[src/rtl/competition_ctrl_if.sv]
// Quiz-round controller bus: host/player buttons in, display/buzzer controls out.
//   master : drives start/player_btn, observes the display and buzzer fields
//   slave  : the controller side
interface competition_ctrl_if;
  logic       start;
  logic [3:0] player_btn;
  logic [2:0] view;
  logic [3:0] play_count;
  logic [2:0] winner;
  logic [3:0] countdown;
  logic       buzz_req;

  modport master (output start, player_btn,
                  input  view, play_count, winner, countdown, buzz_req);
  modport slave  (input  start, player_btn,
                  output view, play_count, winner, countdown, buzz_req);
endinterface

[src/rtl/competition_ctrl.sv]
// competition_ctrl: quiz-round controller.
//   clk, rst      : system clock, async active-high reset
//   bus.start     : raw host button (async) - arms a round / returns to idle
//   bus.player_btn: raw player buttons (async), bit i = player i
//   bus.view      : 1 IDLE, 2 ARMED, 3 LOCKED, 4 TIMEOUT
//   bus.play_count: completed rounds, BCD 0..9
//   bus.winner    : locked player, 7 when none
//   bus.countdown : remaining answer seconds
//   bus.buzz_req  : buzzer pulse, BUZZ_CYC cycles long

// One button lane: 2-flop synchronizer plus rising-edge history flop.
module competition_ctrl_sync (
  input  logic clk,
  input  logic rst,
  input  logic d,
  input  logic en,
  output logic rise
);
  logic [2:0] sr;
  always_ff @(posedge clk or posedge rst)
    if (rst) sr <= '0;
    else     sr <= {sr[1:0], d};
  assign rise = en & sr[1] & ~sr[2];
endmodule

module competition_ctrl #(
  parameter int TICK_DIV   = 100000000,
  parameter int ANSWER_SEC = 9,
  parameter int BUZZ_CYC   = 25000000
) (
  input logic               clk,
  input logic               rst,
  competition_ctrl_if.slave bus
);
  localparam int NUM_LANES = 5;  // lanes 0..3 players, lane 4 start
  localparam int DW = (TICK_DIV > 1) ? $clog2(TICK_DIV) : 1;
  localparam int BW = $clog2(BUZZ_CYC + 1);
  localparam logic [DW-1:0] DIV_MAX = DW'(TICK_DIV - 1);

  typedef enum logic [1:0] {S_IDLE, S_ARMED, S_LOCKED, S_TIMEOUT} state_t;

  state_t                 state_q, state_d;
  logic [NUM_LANES-1:0]   raw, ev;
  logic [2:0]             vld_pipe;
  logic [DW-1:0]          div_q, div_d;
  logic [3:0]             cnt_q, cnt_d, pc_q;
  logic [2:0]             win_q, win_d, view_q, view_d;
  logic [BW-1:0]          buzz_q;
  logic                   buzz_set, round_done;

  assign raw = {bus.start, bus.player_btn};

  // Edge events are held off until the synchronizers have refilled after
  // reset, so a button held through reset release never looks like a press.
  always_ff @(posedge clk or posedge rst)
    if (rst) vld_pipe <= '0;
    else     vld_pipe <= {vld_pipe[1:0], 1'b1};

  for (genvar i = 0; i < NUM_LANES; i++) begin : g_lane
    competition_ctrl_sync u_sync (
      .clk(clk), .rst(rst), .d(raw[i]), .en(vld_pipe[2]), .rise(ev[i])
    );
  end

  always_ff @(posedge clk or posedge rst)
    if (rst) state_q <= S_IDLE;
    else     state_q <= state_d;

  always_comb begin
    state_d    = state_q;
    div_d      = div_q;
    cnt_d      = cnt_q;
    win_d      = win_q;
    buzz_set   = 1'b0;
    round_done = 1'b0;
    case (state_q)
      S_IDLE: if (ev[4]) begin
        state_d = S_ARMED;
        cnt_d   = 4'(ANSWER_SEC);
        div_d   = '0;
      end
      S_ARMED: begin
        if (div_q == DIV_MAX) begin
          div_d = '0;
          cnt_d = cnt_q - 4'd1;
        end else begin
          div_d = div_q + DW'(1);
        end
        // A press on the expiry cycle beats the timeout; countdown freezes.
        if (|ev[3:0]) begin
          state_d    = S_LOCKED;
          cnt_d      = cnt_q;
          buzz_set   = 1'b1;
          round_done = 1'b1;
          for (int i = 3; i >= 0; i--)
            if (ev[i]) win_d = 3'(i);
        end else if (div_q == DIV_MAX && cnt_q <= 4'd1) begin
          state_d    = S_TIMEOUT;
          cnt_d      = 4'd0;
          buzz_set   = 1'b1;
          round_done = 1'b1;
        end
      end
      S_LOCKED, S_TIMEOUT: if (ev[4]) begin
        state_d = S_IDLE;
        win_d   = 3'd7;
      end
      default: state_d = S_IDLE;
    endcase
    case (state_d)
      S_ARMED:   view_d = 3'd2;
      S_LOCKED:  view_d = 3'd3;
      S_TIMEOUT: view_d = 3'd4;
      default:   view_d = 3'd1;
    endcase
  end

  always_ff @(posedge clk or posedge rst)
    if (rst) begin
      div_q  <= '0;
      cnt_q  <= '0;
      win_q  <= 3'd7;
      view_q <= 3'd1;
      pc_q   <= '0;
      buzz_q <= '0;
    end else begin
      div_q  <= div_d;
      cnt_q  <= cnt_d;
      win_q  <= win_d;
      view_q <= view_d;
      if (round_done) pc_q <= (pc_q == 4'd9) ? 4'd0 : pc_q + 4'd1;
      // Retrigger reloads the full length even mid-pulse.
      if (buzz_set)          buzz_q <= BW'(BUZZ_CYC);
      else if (buzz_q != '0) buzz_q <= buzz_q - BW'(1);
    end

  assign bus.view       = view_q;
  assign bus.play_count = pc_q;
  assign bus.winner     = win_q;
  assign bus.countdown  = cnt_q;
  assign bus.buzz_req   = (buzz_q != '0);
endmodule
[src/flat_wrapper.sv]
// flat-port wrapper written by rule: the top's interface ports become plain ports
module competition_ctrl_flat 
#(
  parameter int TICK_DIV   = 100000000,
  parameter int ANSWER_SEC = 9,
  parameter int BUZZ_CYC   = 25000000
)
  (clk, rst, bus_start, bus_player_btn, bus_view, bus_play_count, bus_winner, bus_countdown, bus_buzz_req);
  competition_ctrl_if bus_i ();
  input logic clk;
  input logic rst;
  input wire logic [$bits(bus_i.start)-1:0] bus_start;
  input wire logic [$bits(bus_i.player_btn)-1:0] bus_player_btn;
  output wire logic [$bits(bus_i.view)-1:0] bus_view;
  output wire logic [$bits(bus_i.play_count)-1:0] bus_play_count;
  output wire logic [$bits(bus_i.winner)-1:0] bus_winner;
  output wire logic [$bits(bus_i.countdown)-1:0] bus_countdown;
  output wire logic [$bits(bus_i.buzz_req)-1:0] bus_buzz_req;
  assign bus_i.start = bus_start;
  assign bus_i.player_btn = bus_player_btn;
  assign bus_view = bus_i.view;
  assign bus_play_count = bus_i.play_count;
  assign bus_winner = bus_i.winner;
  assign bus_countdown = bus_i.countdown;
  assign bus_buzz_req = bus_i.buzz_req;
  competition_ctrl #(.TICK_DIV(TICK_DIV), .ANSWER_SEC(ANSWER_SEC), .BUZZ_CYC(BUZZ_CYC)) u_core (.clk(clk), .rst(rst), .bus(bus_i));
endmodule
[config.mk]
export PLATFORM = sky130hd
export DESIGN_NAME = competition_ctrl_flat
export DESIGN_NICKNAME = d
export VERILOG_FILES = /design/src/rtl/competition_ctrl_if.sv /design/src/rtl/competition_ctrl.sv /design/src/flat_wrapper.sv
export SDC_FILE = /design/constraint.sdc
export NUM_CORES = 1
export LEC_CHECK = 0
export CAP_MARGIN = 20
export CORE_ASPECT_RATIO = 1.5
export CORE_MARGIN = 2
export CORE_UTILIZATION = 43
export CTS_CLUSTER_DIAMETER = 80
export DETAILED_ROUTE_END_ITERATION = 7
export HOLD_SLACK_MARGIN = 0.15
export PLACE_DENSITY_LB_ADDON = 0.15
export SLEW_MARGIN = 15
export SYNTH_ARGS = -nofsm -noshare
export SYNTH_HDL_FRONTEND = slang
export SYNTH_HIERARCHICAL = 1
export SYNTH_SLANG_ARGS = --single-unit
[constraint.sdc]
create_clock -name clk -period 3.9 [get_ports clk]
set_clock_uncertainty 0.2 [all_clocks]
set_input_delay 1.17 -clock clk [delete_from_list [all_inputs] [get_ports clk]]
set_output_delay 1.17 -clock clk [all_outputs]
set_load 0.05 [all_outputs]
==> parameters.txt <==
Parameter                              Value

Outcome
  Status    complete, no violations

Global routing
  Total overflow reported by the global router    0
  Vias in the first global route    3117
  GRT Max-Usage Layer    met2
  GR Layer Usage met2    30.8%
  Largest net degree at the start of global routing    72
  Number of antenna violations at the first check in global routing    0
  Grt met1 use    21.5%
  Total GRT Usage    17.9%
  Global-route wire length before repair    15.1 mm
  M3 GR Usage    3.38%

Cells and area
  Layout cells sized above 1    9.17%
  Post-Layout Cell Count    562
  Number of nets in the final layout    455
  Antenna cells    0
  Count of filler cells inserted in the layout    887
  Area growth syn-to-layout    15.2%
  Final non-filler cell area    0.00479 mm^2

Run
  Max-capacitance violation count    0

STA
  Tcrit/Tclk final    95.0%
  Finish-stage setup viols    0
  Number of slew-limit violations in the final report    0
  Min cycle time layout    3.71 ns
  Number of failing hold endpoints at the final stage    0
  Timing-limited maximum frequency    0.270 GHz
  Worst slew margin relative to its limit    45.1%
  Transition time at the pin with the least slew margin    0.821 ns
  RSZ-0062 raised after global routing    no
  Final sum of negative setup slack    0 ns

Floorplanning
  I/O pin total    22
  Core outline area    0.00952 mm^2
  Vert. Die Dim    124 um
  Die area    0.0105 mm^2
  Rows    44
  Starting Density    43.6%
  Floorplan die width    84.3 um

Route
  Final routed DRC violation total    0
  Vias post-DR    3114
  Total wirelength of the detailed-routed design    8.74 mm
  Number of detailed-routing iterations run before antenna repair    4
  Antenna violation net count after detailed routing    0
  Per-cell routed wire length    15.5 um
  Ratio of routed vias to standard cells    5.54
  Count of routing violations after the opening detailed-route iteration    145

CTS
  CTS Sinks    86
  Root Buffer    sky130_fd_sc_hd__clkbuf_16
  CTS clock-pin slew for the worst setup and hold paths    0.06 ns
  Clock Latency Late Sink    0.34 ns
  CTS tree    done
  Number of buffers created by CTS    9
  H-tree Lvls    3
  Buffers inserted by post-CTS timing repair    0
  Buffers from clock root to sink, at most    2

Synth
  Mean cell area of the mapped netlist    9.87 um^2
  Sequential area share after synthesis    51.9%
  Cells after Synth    421
  Synth Warn #    6
  Post-Syn Nets    434
  Distinct cells, synth    57
  Synthesized area    0.00416 mm^2
  Top_reg_cell synth    sky130_fd_sc_hd__dfrtp_1
  Seq cells post-synth    86
  Proportion of synthesized flip-flops having asynchronous set or reset    100%
  Number of flops mapped to enable cells by yosys    0

Setup path
  Largest fanout on the critical path    9
  Critical path cell sequence    or4_4 > nand4bb_1 > nor3_2 > inv_1 > buf_4
  Slowest library cell on the worst path    sky130_fd_sc_hd__or4_4
  Critical setup path kind    register to output pin
  Delay-heaviest family, CP    simple AND/OR/NAND/NOR gates
  Category of the worst setup path launch point    register
  Number of buffers and inverters on the critical path    2
  Worst r2r path cells    6
  Worst reg2reg path startpoint    u_core/div_q[0]
  Type of element capturing the critical path    output pin
  Peak per-stage delay on the critical path    0.56 ns
  Required time reported for the critical path endpoint    2.53 ns
  Arrival time at the worst endpoint    2.34 ns
  Slack of the worst reg-to-reg path    1.04 ns
  Endpoint of the worst register-to-register path    u_core/bus.countdown[2]

Pwr
  Net switching power figure    1.10 mW
  Part of the total power dissipated in the clock network    28.9%
  Pwr Density    621 mW/mm^2
  Int Pwr    1.87 mW
  Switching part of the total power    37.1%
  Register share of total power    41.2%
  Combinational fraction of design power    30.0%
  Max rail drop VDD    0.353 mV
  Leakage    1.92 nW

Min path
  Worst hold path type    register to register
  Worst hold path depth    0
  Worst Hold Path EP    u_core/g_lane[0].u_sync/sr[1]
  Worst Hold Launch    u_core/g_lane[0].u_sync/sr[0]

Place
  Placed cell count    546
  Detailed placer's ending HPWL    6.12 mm
  Final weighted congestion in routability-driven placement    0.888
  Port Buffers    21
  Placement Cell Area    0.00448 mm^2
sequential cells by signal, summed over array words and instances (netlist names):
signal                   cells
u_core/bus.countdown         4
u_core/bus.play_count        4
u_core/bus.view              3
u_core/bus.winner            3
u_core/buzz_q               25
u_core/div_q                27
u_core/g_lane.u_sync/sr     15
u_core/state_q               2
u_core/vld_pipe              3
final cells by class:
type / count / area (um^2) / share of cell area, %
Clock buffer: 10 / 229 / 4.78
Inverter: 20 / 75.1 / 1.57
Multi-Input combinational cell: 300 / 1860 / 38.9
Timing Repair Buffer: 25 / 250 / 5.22
Tap cell: 115 / 144 / 3.00
Clock inverter: 6 / 70.1 / 1.46
Sequential cell: 86 / 2160 / 45.0
layer usage:
layer / part of all wire (%) / routed length, um
met1: 43 / 3760
met2: 53 / 4590
met3: 2.0 / 175
met4: 2.5 / 218
met5: 0 / 0
per-stage QoR:
step                hold slack, ns  power, mW  utilization, %  setup WS, ns
floorplan                    0.131       1.86               -         0.637
global placement             0.134       2.11            47.1         0.618
detailed placement           0.135       2.14            47.1         0.550
CTS                          0.151       3.01            50.2         0.172
global route                 0.157       3.15            50.3        0.0513
finish                       0.150       2.97            50.3         0.194
how the worst max path moves through the flow:
stage | end | slack (ns) | depth (start not counted) | from
after floorplan | bus_buzz_req | 0.64 | 6 | u_core/buzz_q[9]
after detailed placement | bus_buzz_req | 0.55 | 5 | u_core/buzz_q[9]
after global placement | bus_buzz_req | 0.62 | 5 | u_core/buzz_q[9]
after global routing | bus_buzz_req | 0.05 | 5 | u_core/buzz_q[9]
final | bus_buzz_req | 0.19 | 5 | u_core/buzz_q[9]
after CTS | bus_buzz_req | 0.17 | 5 | u_core/buzz_q[9]
cell usage in the layout, fill, tap and decap left out, types with 3 or more instances in the layout:
cell type,count
sky130_fd_sc_hd__a21oi_1,10
sky130_fd_sc_hd__a31oi_1,6
sky130_fd_sc_hd__and3_1,5
sky130_fd_sc_hd__and3b_1,5
sky130_fd_sc_hd__buf_4,4
sky130_fd_sc_hd__clkbuf_16,9
sky130_fd_sc_hd__clkdlybuf4s50_1,20
sky130_fd_sc_hd__clkinvlp_4,3
sky130_fd_sc_hd__dfrtp_1,82
sky130_fd_sc_hd__dfstp_2,4
sky130_fd_sc_hd__ha_1,6
sky130_fd_sc_hd__inv_1,19
sky130_fd_sc_hd__nand2_1,42
sky130_fd_sc_hd__nand2b_1,3
sky130_fd_sc_hd__nand3_1,17
sky130_fd_sc_hd__nand4_1,12
sky130_fd_sc_hd__nor2_1,47
sky130_fd_sc_hd__nor2b_1,3
sky130_fd_sc_hd__nor3_1,16
sky130_fd_sc_hd__nor4_1,6
sky130_fd_sc_hd__o21ai_0,24
sky130_fd_sc_hd__o31ai_1,6
sky130_fd_sc_hd__o41ai_1,3
sky130_fd_sc_hd__or3_1,6
sky130_fd_sc_hd__or4_1,12
sky130_fd_sc_hd__xnor2_1,14
sky130_fd_sc_hd__xor2_1,17
synthesized netlist by cell type (3+ instances only):
master | instances | area, um^2
sky130_fd_sc_hd__and3b_1 | 5 | 43.8
sky130_fd_sc_hd__dfrtp_1 | 82 | 2050
sky130_fd_sc_hd__nand2_1 | 42 | 158
sky130_fd_sc_hd__nor4_1 | 7 | 43.8
sky130_fd_sc_hd__or3_1 | 6 | 37.5
sky130_fd_sc_hd__clkbuf_1 | 9 | 33.8
sky130_fd_sc_hd__nor2b_1 | 3 | 18.8
sky130_fd_sc_hd__nand2b_1 | 3 | 18.8
sky130_fd_sc_hd__nand4_1 | 12 | 75.1
sky130_fd_sc_hd__o31ai_1 | 6 | 45.0
sky130_fd_sc_hd__xnor2_1 | 14 | 123
sky130_fd_sc_hd__or4_1 | 12 | 90.1
sky130_fd_sc_hd__a31oi_1 | 6 | 37.5
sky130_fd_sc_hd__nor3_1 | 16 | 80.1
sky130_fd_sc_hd__and3_1 | 5 | 31.3
sky130_fd_sc_hd__o21ai_0 | 24 | 120
sky130_fd_sc_hd__inv_1 | 20 | 75.1
sky130_fd_sc_hd__nand3_1 | 17 | 85.1
sky130_fd_sc_hd__a21oi_1 | 10 | 50.1
sky130_fd_sc_hd__xor2_1 | 17 | 149
sky130_fd_sc_hd__dfstp_2 | 4 | 105
sky130_fd_sc_hd__o41ai_1 | 3 | 26.3
sky130_fd_sc_hd__nor2_1 | 47 | 176
sky130_fd_sc_hd__ha_1 | 6 | 75.1
sky130_fd_sc_hd__buf_2 | 5 | 25.0
worst reg2reg max path: stages, from the launching register on:
cell and delay (ns):
sky130_fd_sc_hd__dfrtp_1 0.39, sky130_fd_sc_hd__ha_1 0.22, sky130_fd_sc_hd__nand3_1 0.24, sky130_fd_sc_hd__or3_4 0.42, sky130_fd_sc_hd__o31a_1 0.46, sky130_fd_sc_hd__nor2_2 0.62, sky130_fd_sc_hd__a31oi_1 0.17
kinds of logic (layout without fill, tap and decap cells):
| family | after synthesis | in the layout | synth area share (%) |
|---|---|---|---|
| AND/OR/NAND/NOR | 197 | 197 | 26.3 |
| buffers and inverters | 35 | 61 | 3.40 |
| AO/OA/AOI/OAI | 64 | 64 | 9.72 |
| other | 1 | 1 | 0.0902 |
| XOR/XNOR | 31 | 31 | 6.53 |
| flip-flops | 86 | 86 | 51.9 |
| adder cells (fa/ha/maj) | 6 | 6 | 1.81 |
| multiplexers | 1 | 1 | 0.271 |
power by group through the flow:
| stage | sequential, mW | combinational [mW] | clock (mW) |
|---|---|---|---|
| after floorplan | 1.37 | 0.487 | 0 |
| after global placement | 1.23 | 0.885 | 0 |
| after detailed placement | 1.24 | 0.897 | 0 |
| after CTS | 1.22 | 0.902 | 0.883 |
| after global routing | 1.25 | 0.980 | 0.922 |
| final | 1.22 | 0.891 | 0.859 |
timing repair:
action | 4_1_cts | 5_1_grt
endpoints found under the setup margin | 0 | 1
hold buffers | 0 | 0
resized for setup | 0 | 1
Power figures use the tool's default switching activity.
